===== config.mk =====
export PLATFORM = sky130hd
export DESIGN_NAME = gyro_sample_sched
export DESIGN_NICKNAME = d
export VERILOG_FILES = /design/src/rtl/gyro_sched_pkg.sv /design/src/rtl/gyro_sample_sched_tick.sv /design/src/rtl/gyro_sample_sched.sv
export SDC_FILE = /design/constraint.sdc
export NUM_CORES = 1
export LEC_CHECK = 0
export ABC_AREA = 0
export CAP_MARGIN = 0
export CORE_MARGIN = 8
export CORE_UTILIZATION = 37
export DETAILED_ROUTE_END_ITERATION = 8
export PLACE_DENSITY = 0.9
export SLEW_MARGIN = 40
export SYNTH_ARGS = -nofsm -noshare
export SYNTH_HDL_FRONTEND = slang
export SYNTH_SLANG_ARGS = --single-unit

===== constraint.sdc =====
create_clock -name clk -period 2.15 [get_ports clk]
set_input_delay 0.43 -clock clk [delete_from_list [all_inputs] [get_ports clk]]
set_output_delay 0.43 -clock clk [all_outputs]
set_load 0.02 [all_outputs]

===== src/rtl/gyro_sched_pkg.sv =====
// Shared types and constants for the gyro sample scheduler.
package gyro_sched_pkg;

  typedef enum logic [1:0] {
    IDLE      = 2'd0,
    WAIT_TICK = 2'd1,
    READ      = 2'd2,
    EMIT      = 2'd3
  } sched_state_e;

  localparam int unsigned ERR_CNT_MAX = 255;
  localparam int unsigned RAW_W       = 16;

  function automatic int unsigned bias_acc_w(input int unsigned log2n);
    return RAW_W + log2n;
  endfunction

endpackage


===== src/rtl/gyro_sample_sched_tick.sv =====
// Free-running sample-period divider; emits a one-cycle tick on the last count.
module sample_tick_gen #(
  parameter int unsigned SAMPLE_DIV = 1000
) (
  input  logic clk,
  input  logic rst_n,
  input  logic en,
  output logic tick
);

  localparam int unsigned CNT_W = $clog2(SAMPLE_DIV);
  localparam logic [CNT_W-1:0] LAST = CNT_W'(SAMPLE_DIV - 1);

  logic [CNT_W-1:0] cnt_q, cnt_d;

  always_comb begin
    cnt_d = '0;
    if (en && (cnt_q != LAST)) cnt_d = cnt_q + 1'b1;
  end

  assign tick = en && (cnt_q == LAST);

  always_ff @(posedge clk or negedge rst_n) begin
    if (!rst_n) cnt_q <= '0;
    else        cnt_q <= cnt_d;
  end

endmodule


===== src/rtl/gyro_sample_sched.sv =====
// Periodic gyro read scheduler with timeout, error counting and overrun flag.
// Define GYRO_BIAS_CAL_EN to average the first 2^BIAS_LOG2 reads into bias_*.
module gyro_sample_sched
  import gyro_sched_pkg::*;
#(
  parameter int unsigned SAMPLE_DIV  = 1000,
  parameter int unsigned TIMEOUT_CYC = 500,
  parameter int unsigned BIAS_LOG2   = 6
) (
  input  logic                    clk,
  input  logic                    rst_n,
  input  logic                    start,
  output logic                    rd_req,
  input  logic                    rd_done,
  input  logic                    rd_err,
  input  logic signed [RAW_W-1:0] gx_raw,
  input  logic signed [RAW_W-1:0] gy_raw,
  input  logic signed [RAW_W-1:0] gz_raw,
  output logic                    cal_gyro_en,
  output logic                    busy,
  output logic [7:0]              err_cnt,
  output logic                    overrun,
  output logic signed [RAW_W-1:0] bias_x,
  output logic signed [RAW_W-1:0] bias_y,
  output logic signed [RAW_W-1:0] bias_z,
  output logic                    bias_valid
);

  localparam int unsigned TO_W = $clog2(TIMEOUT_CYC);
  localparam logic [TO_W-1:0] TO_LAST = TO_W'(TIMEOUT_CYC - 1);
  localparam logic [7:0] ERR_MAX = 8'(ERR_CNT_MAX);

  sched_state_e state_q, state_d;
  logic [TO_W-1:0] to_q, to_d;
  logic [7:0] err_cnt_q, err_cnt_d;
  logic overrun_q, overrun_d;
  logic bias_valid_q, bias_valid_d;
  logic tick;
  logic err_inc;
  logic rd_ok;
  logic cal_phase;

  sample_tick_gen #(.SAMPLE_DIV(SAMPLE_DIV)) u_tick (
    .clk  (clk),
    .rst_n(rst_n),
    .en   (start),
    .tick (tick)
  );

  always_comb begin
    state_d   = state_q;
    to_d      = '0;
    err_inc   = 1'b0;
    rd_ok     = 1'b0;
    overrun_d = overrun_q;
    unique case (state_q)
      IDLE: if (start) state_d = WAIT_TICK;
      WAIT_TICK: begin
        if (!start)    state_d = IDLE;
        else if (tick) state_d = READ;
      end
      READ: begin
        if (tick) overrun_d = 1'b1;
        // rd_err wins over a simultaneous rd_done
        if (rd_err || (!rd_done && (to_q == TO_LAST))) begin
          err_inc = 1'b1;
          state_d = start ? WAIT_TICK : IDLE;
        end else if (rd_done) begin
          rd_ok   = 1'b1;
          state_d = cal_phase ? (start ? WAIT_TICK : IDLE) : EMIT;
        end else begin
          to_d = to_q + 1'b1;
        end
      end
      EMIT: begin
        if (tick) overrun_d = 1'b1;
        state_d = start ? WAIT_TICK : IDLE;
      end
      default: state_d = IDLE;
    endcase
    err_cnt_d = (err_inc && (err_cnt_q != ERR_MAX)) ? err_cnt_q + 1'b1 : err_cnt_q;
  end

  always_ff @(posedge clk or negedge rst_n) begin
    if (!rst_n) begin
      state_q      <= IDLE;
      to_q         <= '0;
      err_cnt_q    <= '0;
      overrun_q    <= 1'b0;
      bias_valid_q <= 1'b0;
    end else begin
      state_q      <= state_d;
      to_q         <= to_d;
      err_cnt_q    <= err_cnt_d;
      overrun_q    <= overrun_d;
      bias_valid_q <= bias_valid_d;
    end
  end

  assign rd_req      = (state_q == READ);
  assign cal_gyro_en = (state_q == EMIT);
  assign busy        = (state_q != IDLE);
  assign err_cnt     = err_cnt_q;
  assign overrun     = overrun_q;
  assign bias_valid  = bias_valid_q;

`ifdef GYRO_BIAS_CAL_EN
  localparam int unsigned ACC_W = bias_acc_w(BIAS_LOG2);

  logic signed [RAW_W-1:0] raw [3];
  logic signed [ACC_W-1:0] acc_q [3];
  logic signed [ACC_W-1:0] acc_d [3];
  logic signed [RAW_W-1:0] bias_q [3];
  logic signed [RAW_W-1:0] bias_d [3];
  logic [BIAS_LOG2-1:0] cal_cnt_q, cal_cnt_d;

  assign raw[0]    = gx_raw;
  assign raw[1]    = gy_raw;
  assign raw[2]    = gz_raw;
  assign cal_phase = !bias_valid_q;

  // Bias is taken from the sum including the final sample, floor division.
  always_comb begin
    acc_d        = acc_q;
    bias_d       = bias_q;
    cal_cnt_d    = cal_cnt_q;
    bias_valid_d = bias_valid_q;
    if (rd_ok && cal_phase) begin
      cal_cnt_d = cal_cnt_q + 1'b1;
      for (int unsigned i = 0; i < 3; i++) begin
        acc_d[i] = acc_q[i] + ACC_W'(raw[i]);
        if (cal_cnt_q == '1) bias_d[i] = RAW_W'(acc_d[i] >>> BIAS_LOG2);
      end
      if (cal_cnt_q == '1) bias_valid_d = 1'b1;
    end
  end

  always_ff @(posedge clk or negedge rst_n) begin
    if (!rst_n) begin
      cal_cnt_q <= '0;
      for (int unsigned i = 0; i < 3; i++) begin
        acc_q[i]  <= '0;
        bias_q[i] <= '0;
      end
    end else begin
      cal_cnt_q <= cal_cnt_d;
      for (int unsigned i = 0; i < 3; i++) begin
        acc_q[i]  <= acc_d[i];
        bias_q[i] <= bias_d[i];
      end
    end
  end

  assign bias_x = bias_q[0];
  assign bias_y = bias_q[1];
  assign bias_z = bias_q[2];
`else
  logic unused_raw;

  assign unused_raw   = ^{gx_raw, gy_raw, gz_raw, BIAS_LOG2[0]};
  assign cal_phase    = 1'b0;
  assign bias_valid_d = 1'b1;
  assign bias_x       = '0;
  assign bias_y       = '0;
  assign bias_z       = '0;
`endif

endmodule


=== Yosys cells after proc, flatten, opt, wreduce, memory -nomap -nowiden ===
Cells that the tools add are included.

* Eq/ne operators: 10
* Add/sub/neg operators: 3
* Reduce and logical (&&, ||, !) cells: 11
* Multiplexer cells: 13

{| class="wikitable"
|+ Operators by type and width
! kind !! count
|-
| 9-bit two-way mux || 3
|-
| 10-bit by 1-bit adder with 10-bit output (second input constant) || 1
|-
| 10-bit equality test (second input constant) || 1
|-
| 10-bit two-way mux || 1
|-
| 2-bit two-way mux || 5
|-
| 10-bit != test (second input constant) || 1
|-
| 9-bit by 1-bit adder with 9-bit output (second input constant) || 1
|-
| 9-bit equality test (second input constant) || 1
|-
| 8-bit by 1-bit adder with 8-bit output (second input constant) || 1
|-
| 8-bit != test (second input constant) || 1
|-
| 2-bit one-hot mux with 4 select lines || 1
|-
| 2-bit equality test (second input constant) || 2
|-
| 1-bit logical AND || 4
|-
| 1-bit two-way mux || 3
|-
| 3-bit by 1-bit != test with 1-bit output (second input constant) || 1
|-
| 3-bit != test (second input constant) || 1
|-
| 3-bit AND reduction || 1
|-
| 2-bit by 1-bit equality test with 1-bit output (second input constant) || 1
|-
| 2-bit zero test || 1
|-
| 2-bit != test (second input constant) || 1
|-
| 2-bit AND reduction || 1
|-
| 2-bit nonzero test || 1
|-
| 2-bit OR reduction || 1
|-
| 1-bit zero test || 1
|-
| 1-bit logical OR || 1
|}

* Register bits: 31
* Bits of input ports: 53
* Word-level logic and storage cells: 43
* Output and inout bits: 61

=== Depth between registers and ports, before layout ===
Gate-level depths: netlist of run 1.

* Depth in word-level cells: 6
* Depth in mapped cells: 6

=== Hierarchy ===
From an unflattened synthesis of run 1, not the netlist that was laid out.

* Cell total of the unflattened synthesis: 186
* Area, all modules: 1851.8 µm²

{| class="wikitable"
|+ By module, submodules not included
! module !! area an instance (µm²) !! cells each !! times used !! seq. area each (µm²)
|-
| gyro_sample_sched || 1343.8 || 136 || 1 || 525.5
|-
| sample_tick_gen || 508.0 || 50 || 1 || 250.2
|}

=== Worst setup path before layout of run 1 ===
Ideal clock, no wire load.

* Path kind: flip-flop to flip-flop
* Start: register to_q[0]
* End: register err_cnt_q[1], in the netlist err_cnt[1]
* Data required time: 2022 ps
* Arrival: 1622 ps
* Stages on the path, launching flop included: 6
* Slack: 400 ps
* Setup time: 128 ps
* Clock period less this slack: 1750 ps
* Cells stage by stage: dfrtp_1 -> ha_1 -> nand3b_1 -> o41a_4 -> nor3_4 -> mux2_1

* Cells in the longest elaborated chain, start to end: 6

{| class="wikitable"
|+ Ends and longest elaborated chain
! item !! line !! text
|-
| start, declared || gyro_sample_sched.sv:34 || <nowiki>logic [TO_W-1:0] to_q, to_d;</nowiki>
|-
| start signal, assigned || gyro_sample_sched.sv:93 || <nowiki>to_q <= to_d;</nowiki>
|-
| 9-bit equality test || gyro_sample_sched.sv:65 || <nowiki>if (rd_err || (!rd_done && (to_q == TO_LAST))) begin</nowiki>
|-
| 1-bit logical AND || gyro_sample_sched.sv:65 ||
|-
| 1-bit logical OR || gyro_sample_sched.sv:65 ||
|-
| 1-bit two-way mux || gyro_sample_sched.sv:65 ||
|-
| 1-bit two-way mux || gyro_sample_sched.sv:56 || <nowiki>unique case (state_q)</nowiki>
|-
| 1-bit logical AND || gyro_sample_sched.sv:81 || <nowiki>err_cnt_d = (err_inc && (err_cnt_q != ERR_MAX)) ? err_cnt_q + 1'b1 : err_cnt_q;</nowiki>
|-
| end signal, assigned || gyro_sample_sched.sv:94 || <nowiki>err_cnt_q <= err_cnt_d;</nowiki>
|-
| end, declared || gyro_sample_sched.sv:35 || <nowiki>logic [7:0] err_cnt_q, err_cnt_d;</nowiki>
|}

Every way passes these cells.
A chain may end at the register's enable or synchronous reset.

=== Worst setup path after layout of run 1 ===
* Start: register state_q[0]
* End: output rd_req

* Cells in the longest elaborated chain, start to end: 1

{| class="wikitable"
|+ Ends and longest elaborated chain
! item !! line !! text
|-
| start, declared || gyro_sample_sched.sv:33 || <nowiki>sched_state_e state_q, state_d;</nowiki>
|-
| start signal, assigned || gyro_sample_sched.sv:92 || <nowiki>state_q <= state_d;</nowiki>
|-
| 2-bit equality test || gyro_sample_sched.sv:100 || <nowiki>assign rd_req = (state_q == READ);</nowiki>
|-
| end, declared || gyro_sample_sched.sv:13 || <nowiki>output logic rd_req,</nowiki>
|}

Every way passes these cells.

==> flow_summary.ini, run 1 <==
[run_status]
run_status = finished, final reports clean

[pwr]
power.share.sequential_pct = 44.5
power-per-cell-area_nw_per_um2 = 661
power.switching_fraction_pct = 26.3
power.leakage_nw = 0.937
max-vdd-ir-drop_uv = 346
power.share.clock_pct = 44.0
p_comb_share_pct = 11.5
switchingPower_w = 0.000360
int_power_w = 0.00101

[cells_and_area]
fraction_of_layout_cells_with_a_size_suffix_above_1_pct = 9.77
ff_latch_area_um2 = 776
antenna_cells_inserted = 0
multi_input_comb_area_um2 = 868
final_cell_area_um2 = 2070
layout-area-overhead-vs-synth_pct = 11.7
final_nets = 270
n_fill_cell = 478

[synthesis]
synth_seq_cells = 31
synth-main-ff-cell = sky130_fd_sc_hd__dfrtp_1
yosysTopAreaCellShare_pct = 41.9
seq_area_frac_synth_pct = 41.9
post_synth_and_or_nand_nor_area_fraction_pct = 19.7
compound_gate_fraction_of_synth_area_pct = 5.14
largest_family_of_logic_cells_by_synthesized_area = buffers and inverters
yosys-mux-area-fraction_pct = 0.608
synth_xor_xnor_area_share_pct = 9.46
synthesis.instances = 188
synth.lib_cells_used.distinct = 35
synthAdderAreaFrac_pct = 2.03
synthesis.yosys.warnings = 0
synth_top_area_cell = sky130_fd_sc_hd__dfrtp_1
synth-async-reset-ratio_pct = 100
yosys-top-cells-count = 48 x sky130_fd_sc_hd__buf_4, 31 x sky130_fd_sc_hd__dfrtp_1, 23 x sky130_fd_sc_hd__nor2_1
synth.top_cells.by_area = sky130_fd_sc_hd__dfrtp_1 42%, sky130_fd_sc_hd__buf_4 19%, sky130_fd_sc_hd__xnor2_1 5.7%
synth_enable_flop_cells = 0
synthesis.area_per_instance_um2 = 9.85
synthMostInstantiatedCell = sky130_fd_sc_hd__buf_4
netlist_area_um2 = 1850

[place]
place.detailed.hpwl_mm = 2.60
routabilityCongestion = 0.752
placed_area_um2 = 1950
place.port_buffers = 17

[cts]
total_clock_buffers_created_by_cts = 5
worstSkewPairLatency_ns = 0.29
clock-root-buffer = sky130_fd_sc_hd__clkbuf_8
number_of_gates_resized_after_cts = 0
post-cts-setup-buffer-count = 0
cts-root-to-sink-buffers = 2
tritoncts = done
cts-hold-fix-buffers = 0
worst_setup_hold_path_clk_slew_ns = 0.06
cts_num_sinks = 31
htree_num_levels = 2

[drt]
viasPerCell = 4.27
antenna_violating_nets_post_route = 0
drc = 0
route.detailed.wl_per_inst_um = 12.2
drt_pre_antenna_iters = 4
drtIter0Drc = 53
dr_total_vias = 1204
postRouteWirelength_mm = 3.45

[global_route]
combined_global_route_utilization_of_all_metal_layers_pct = 9.21
grt_start_max_net_pins = 32
via_count_of_the_first_global_routing_pass = 1227
grt_remaining_overflow = 0
grt_antenna_before_repair = 0
wire_length_of_the_first_global_routing_pass_mm = 5.60

[sta]
min_period_over_period_pct = 95.2
grt_setup_unrepaired = false
timing.final.setup_violations = 0
slew_violations = 0
count_of_endpoints_failing_hold_in_the_final_timing_report = 0
maxClockFrequency_mhz = 488
final_skew_ns = 0.0127
post-route-min-period_ns = 2.05
fin_setup_tns_ns = 0

[critical_path]
path_max_fanout = 5
setup.worst_path.class = flip-flop to primary output
arrival_ns = 1.62
setup.worst_path.end_class = primary output
worst-endpoint-required_ns = 1.72
critPathSlowestCell = sky130_fd_sc_hd__clkdlybuf4s50_1
crit_chain = nand2b_1 -> inv_2 -> clkdlybuf4s50_1
worst_setup_path_start_kind = flip-flop
timing.critical_path.slowest_cell_delay_ns = 0.61

[die]
initial_utilization_pct = 38.7
die_height_um = 86.7
die_w_um = 86.7
core_um2 = 4790
core.rowCount = 25
top_level_ports = 114
dieArea_um2 = 7520

[worst_hold_path]
min_path_type = flip-flop to flip-flop

[job]
max_cap_violations = 0
==> metrics by stage <==
| step | power, W | cells | setup WS, ns | hold WS, ns | utilization (%) |
|---|---|---|---|---|---|
| after floorplan | 0.000791 | 235 | 0.400 | 0.134 | - |
| after global placement | 0.000770 | 274 | 0.0937 | 0.445 | 40.8 |
| after detailed placement | 0.000774 | 274 | 0.0478 | 0.475 | 40.8 |
| after CTS | 0.00137 | 282 | 0.0853 | 0.483 | 43.2 |
| after global routing | 0.00142 | 282 | 0.0333 | 0.498 | 43.2 |
| final | 0.00137 | 282 | 0.103 | 0.481 | 43.2 |
==> power by group through the flow <==
stage,clock [W],combinational (W),sequential (W)
after global routing,0.000640,0.000172,0.000609
after global placement,0,0.000152,0.000618
after detailed placement,0,0.000155,0.000619
after CTS,0.000609,0.000156,0.000608
after floorplan,0,0.000166,0.000625
final,0.000601,0.000158,0.000608
==> worst max-delay path: cells and delay by family, from the launching register on <==
kind | cells | cell delay, ns
buffers and inverters | 2 | 0.72
and+or+nand+nor | 1 | 0.19
DFF | 1 | 0.43
==> cell usage in the layout (no fill, tap or decap), types with 2 or more instances in the layout <==
cell | Yosys | layout
sky130_fd_sc_hd__xor2_1 | 8 | 8
sky130_fd_sc_hd__clkbuf_8 | 0 | 6
sky130_fd_sc_hd__and2_1 | 3 | 3
sky130_fd_sc_hd__nand2b_1 | 2 | 2
sky130_fd_sc_hd__nor2_1 | 23 | 23
sky130_fd_sc_hd__clkdlybuf4s50_1 | 0 | 17
sky130_fd_sc_hd__dfrtp_1 | 31 | 31
sky130_fd_sc_hd__nand3_1 | 6 | 6
sky130_fd_sc_hd__and3_1 | 5 | 5
sky130_fd_sc_hd__a21oi_1 | 3 | 3
sky130_fd_sc_hd__a31oi_1 | 2 | 2
sky130_fd_sc_hd__ha_1 | 3 | 3
sky130_fd_sc_hd__nand2_1 | 6 | 6
sky130_fd_sc_hd__nand4b_1 | 3 | 3
sky130_fd_sc_hd__inv_1 | 3 | 3
sky130_fd_sc_hd__conb_1 | 2 | 49
sky130_fd_sc_hd__buf_4 | 48 | 5
sky130_fd_sc_hd__nor3_1 | 6 | 6
sky130_fd_sc_hd__xnor2_1 | 12 | 12
sky130_fd_sc_hd__nand4_1 | 5 | 5
==> flip-flops by register name (all words and copies together), names as in the netlist <==
name          flops
err_cnt           8
bias_valid        1
u_tick.cnt_q     10
overrun           1
to_q              9
state_q           2
==> worst paths after layout <==
check / start / to / slack, ns / depth (start not counted)
worst min register to register: u_tick.cnt_q[0] / u_tick.cnt_q[0] / 0.48 / 1
worst max-delay path: state_q[0] / rd_req / 0.10 / 3
worst min-delay path: u_tick.cnt_q[0] / u_tick.cnt_q[0] / 0.48 / 1
max in group asynchronous: rst_n / err_cnt[1] / 1.32 / 2
min in group asynchronous: rst_n / state_q[1] / 0.53 / 2
worst max register to register: to_q[0] / err_cnt[1] / 0.32 / 5
==> kinds of logic (layout without fill, tap and decap cells) <==
kind of cell | after synthesis | count (layout)
compound gates | 11 | 11
xor+xnor | 20 | 20
simple gates | 66 | 66
buf+inv | 54 | 34
mux | 1 | 1
fa+ha+maj | 3 | 3
other cells | 2 | 49
flops | 31 | 31
==> layout make-up <==
| cell class | instances | area share, % |
|---|---|---|
| inverters | 4 | 0.726 |
| clock inverters | 2 | 1.69 |
| clock buffers | 6 | 3.99 |
| repair buffers | 22 | 10.0 |
| well taps | 67 | 4.05 |
| multi-input cells | 150 | 42.0 |
| flip-flops and latches | 31 | 37.5 |
==> metal layers <==
| layer | part of all wire [%] | routed length, µm | vias up | track usage, % |
|---|---|---|---|---|
| li1 | - | - | 580 | - |
| met1 | 43 | 1500 | 577 | 10.7 |
| met2 | 48 | 1660 | 47 | 15.1 |
| met3 | 8.4 | 289 | 0 | 3.69 |
| met4 | 0 | 0 | 0 | 2.82 |
| met5 | 0 | 0 | - | 0 |
(Power assumes the default switching activity.)
==> inputs of run 2 (changes only) <==
Settings changed: TNS_END_PERCENT set to 20.
==> results of run 2 <==
Same layout as run 1: the final DEF is identical, and so are final timing and power.
==> inputs of run 3 (changes only) <==
Settings changed: CAP_MARGIN 0 to 20, GPL_TIMING_DRIVEN set to 0.
==> flow_summary.ini, run 3 (synthesized netlist as in run 1, its figures left out) <==
[cts]
cts-hold-fix-buffers = 0
cts_num_sinks = 31
worstSkewPairLatency_ns = 0.28
htree_num_levels = 2
clock-root-buffer = sky130_fd_sc_hd__clkbuf_8
total_clock_buffers_created_by_cts = 5
tritoncts = done
worst_setup_hold_path_clk_slew_ns = 0.06
cts-root-to-sink-buffers = 2

[die]
core.rowCount = 25
initial_utilization_pct = 38.7
core_um2 = 4790
die_height_um = 86.7
die_w_um = 86.7
top_level_ports = 114
dieArea_um2 = 7520

[run_status]
run_status = finished, final reports clean

[drt]
drc = 0
drtIter0Drc = 81
viasPerCell = 4.06
postRouteWirelength_mm = 3.56
route.detailed.wl_per_inst_um = 10.9
drt_pre_antenna_iters = 6
dr_total_vias = 1328
antenna_violating_nets_post_route = 0

[place]
placed_area_um2 = 2280
place.port_buffers = 17
routabilityCongestion = 0.726
place.detailed.hpwl_mm = 2.77

[cells_and_area]
most_common_cell_after_layout_fill_and_taps_aside = sky130_fd_sc_hd__conb_1
n_fill_cell = 435
largest_register_ffs = 10
antenna_cells_inserted = 0
ff_latch_area_um2 = 776
fraction_of_layout_cells_with_a_size_suffix_above_1_pct = 25.4
commonest_non_fill_non_tap_cells_in_the_layout = 49 x sky130_fd_sc_hd__conb_1, 48 x sky130_fd_sc_hd__buf_4, 31 x sky130_fd_sc_hd__dfrtp_1, 23 x sky130_fd_sc_hd__nor2_1, 15 x sky130_fd_sc_hd__clkdlybuf4s50_1
layout-area-overhead-vs-synth_pct = 29.3
fin_util_pct = 50.0
final_nets = 315
largest-register = u_tick.cnt_q
final_cell_area_um2 = 2390
multi_input_comb_area_um2 = 868

[sta]
maxClockFrequency_mhz = 497
min_period_over_period_pct = 93.6
worst_pin_slew_ns = 0.668
max_slew_margin_pct = 55.5
timing.final.setup_violations = 0
final_skew_ns = 0.00509
slew_violations = 0
grt_setup_unrepaired = false
count_of_endpoints_failing_hold_in_the_final_timing_report = 0
post-route-min-period_ns = 2.01

[worst_hold_path]
min_path_type = input pin to async pin

[critical_path]
setup.worst_path.end_class = primary output
crit_reg_reg_endpoint = err_cnt[1]
worst-endpoint-required_ns = 1.72
setup.worst_path.class = flip-flop to primary output
worst_r2r_startpoint = to_q[0]
worst_setup_path_start_kind = flip-flop
path_max_fanout = 7
timing.reg2reg.setup_slack_ns = 0.27
rr_worst_depth = 5
arrival_ns = 1.58

[global_route]
via_count_of_the_first_global_routing_pass = 1276
grt_antenna_before_repair = 0
grt_start_max_net_pins = 32
grt_remaining_overflow = 0
combined_global_route_utilization_of_all_metal_layers_pct = 9.56
wire_length_of_the_first_global_routing_pass_mm = 5.80

[pwr]
power-per-cell-area_nw_per_um2 = 593
max-vdd-ir-drop_uv = 343
power.leakage_nw = 1.18

[job]
max_cap_violations = 0
-- run 3: cell count changes in the layout (fill, tap and decap cells not counted) --
cell / delta
sky130_fd_sc_hd__buf_4: +43
sky130_fd_sc_hd__buf_2: +2
sky130_fd_sc_hd__clkdlybuf4s50_1: -2
sky130_fd_sc_hd__clkbuf_1: +1
sky130_fd_sc_hd__dlygate4sd2_1: +1
-- run 3: critical path: stages (launching register included) --
cell and delay (ns):
sky130_fd_sc_hd__dfrtp_1 0.45, sky130_fd_sc_hd__or2_2 0.30, sky130_fd_sc_hd__clkdlybuf4s50_1 0.54
-- run 3: area by class of cell --
cell class,count,share of cell area (%)
Tap cell,67,3.50
Buffer,50,15.4
Sequential cell,31,32.4
Clock inverter,2,1.46
Timing Repair Buffer,17,6.85
Inverter,4,0.627
Clock buffer,6,3.45
Multi-Input combinational cell,150,36.3
-- run 3: worst max path at each step --
| stage | start | to | slack (ns) | cells past startpoint |
|---|---|---|---|---|
| 3_5_place_dp | rd_done | err_cnt[1] | -0.02 | 4 |
| 2_1_floorplan | to_q[0] | err_cnt[1] | 0.40 | 5 |
| 4_1_cts | state_q[1] | busy | 0.13 | 2 |
| 6_report | state_q[1] | busy | 0.14 | 2 |
| 5_1_grt | state_q[1] | busy | 0.09 | 2 |
| 3_3_place_gp | rd_done | err_cnt[1] | -0.02 | 4 |
-- run 3: power breakdown --
part	switching [W]	internal [W]
combinational	0.000130	0.0000906
sequential	0.0000131	0.000596
clock	0.000215	0.000374
-- run 3: metal layers --
metal | vias to the layer above | part of all wire, % | wire length [µm] | GRT usage, %
li1 | 669 | - | - | -
met1 | 601 | 43 | 1540 | 10.3
met2 | 49 | 47 | 1670 | 15.6
met3 | 9 | 8.3 | 295 | 4.35
met4 | 0 | 1.7 | 59 | 4.69
met5 | - | 0 | 0 | 0
-- run 3: through the flow --
stage                     setup WS [ns]  cells  power (W)  hold WS (ns)  setup TNS [ns]
after floorplan                   0.400    235   0.000791         0.134               0
after global placement          -0.0157    319   0.000834         0.445         -0.0157
after detailed placement        -0.0155    319   0.000836         0.466         -0.0155
after CTS                         0.131    327    0.00143         0.202               0
after global routing             0.0857    327    0.00148         0.243               0
final                             0.137    327    0.00142         0.177               0
-- run 3: timing repair --
item	4_1_cts	5_1_grt
resized for setup	1	0
endpoints found under the setup margin	1	0
setup buffers	0	0
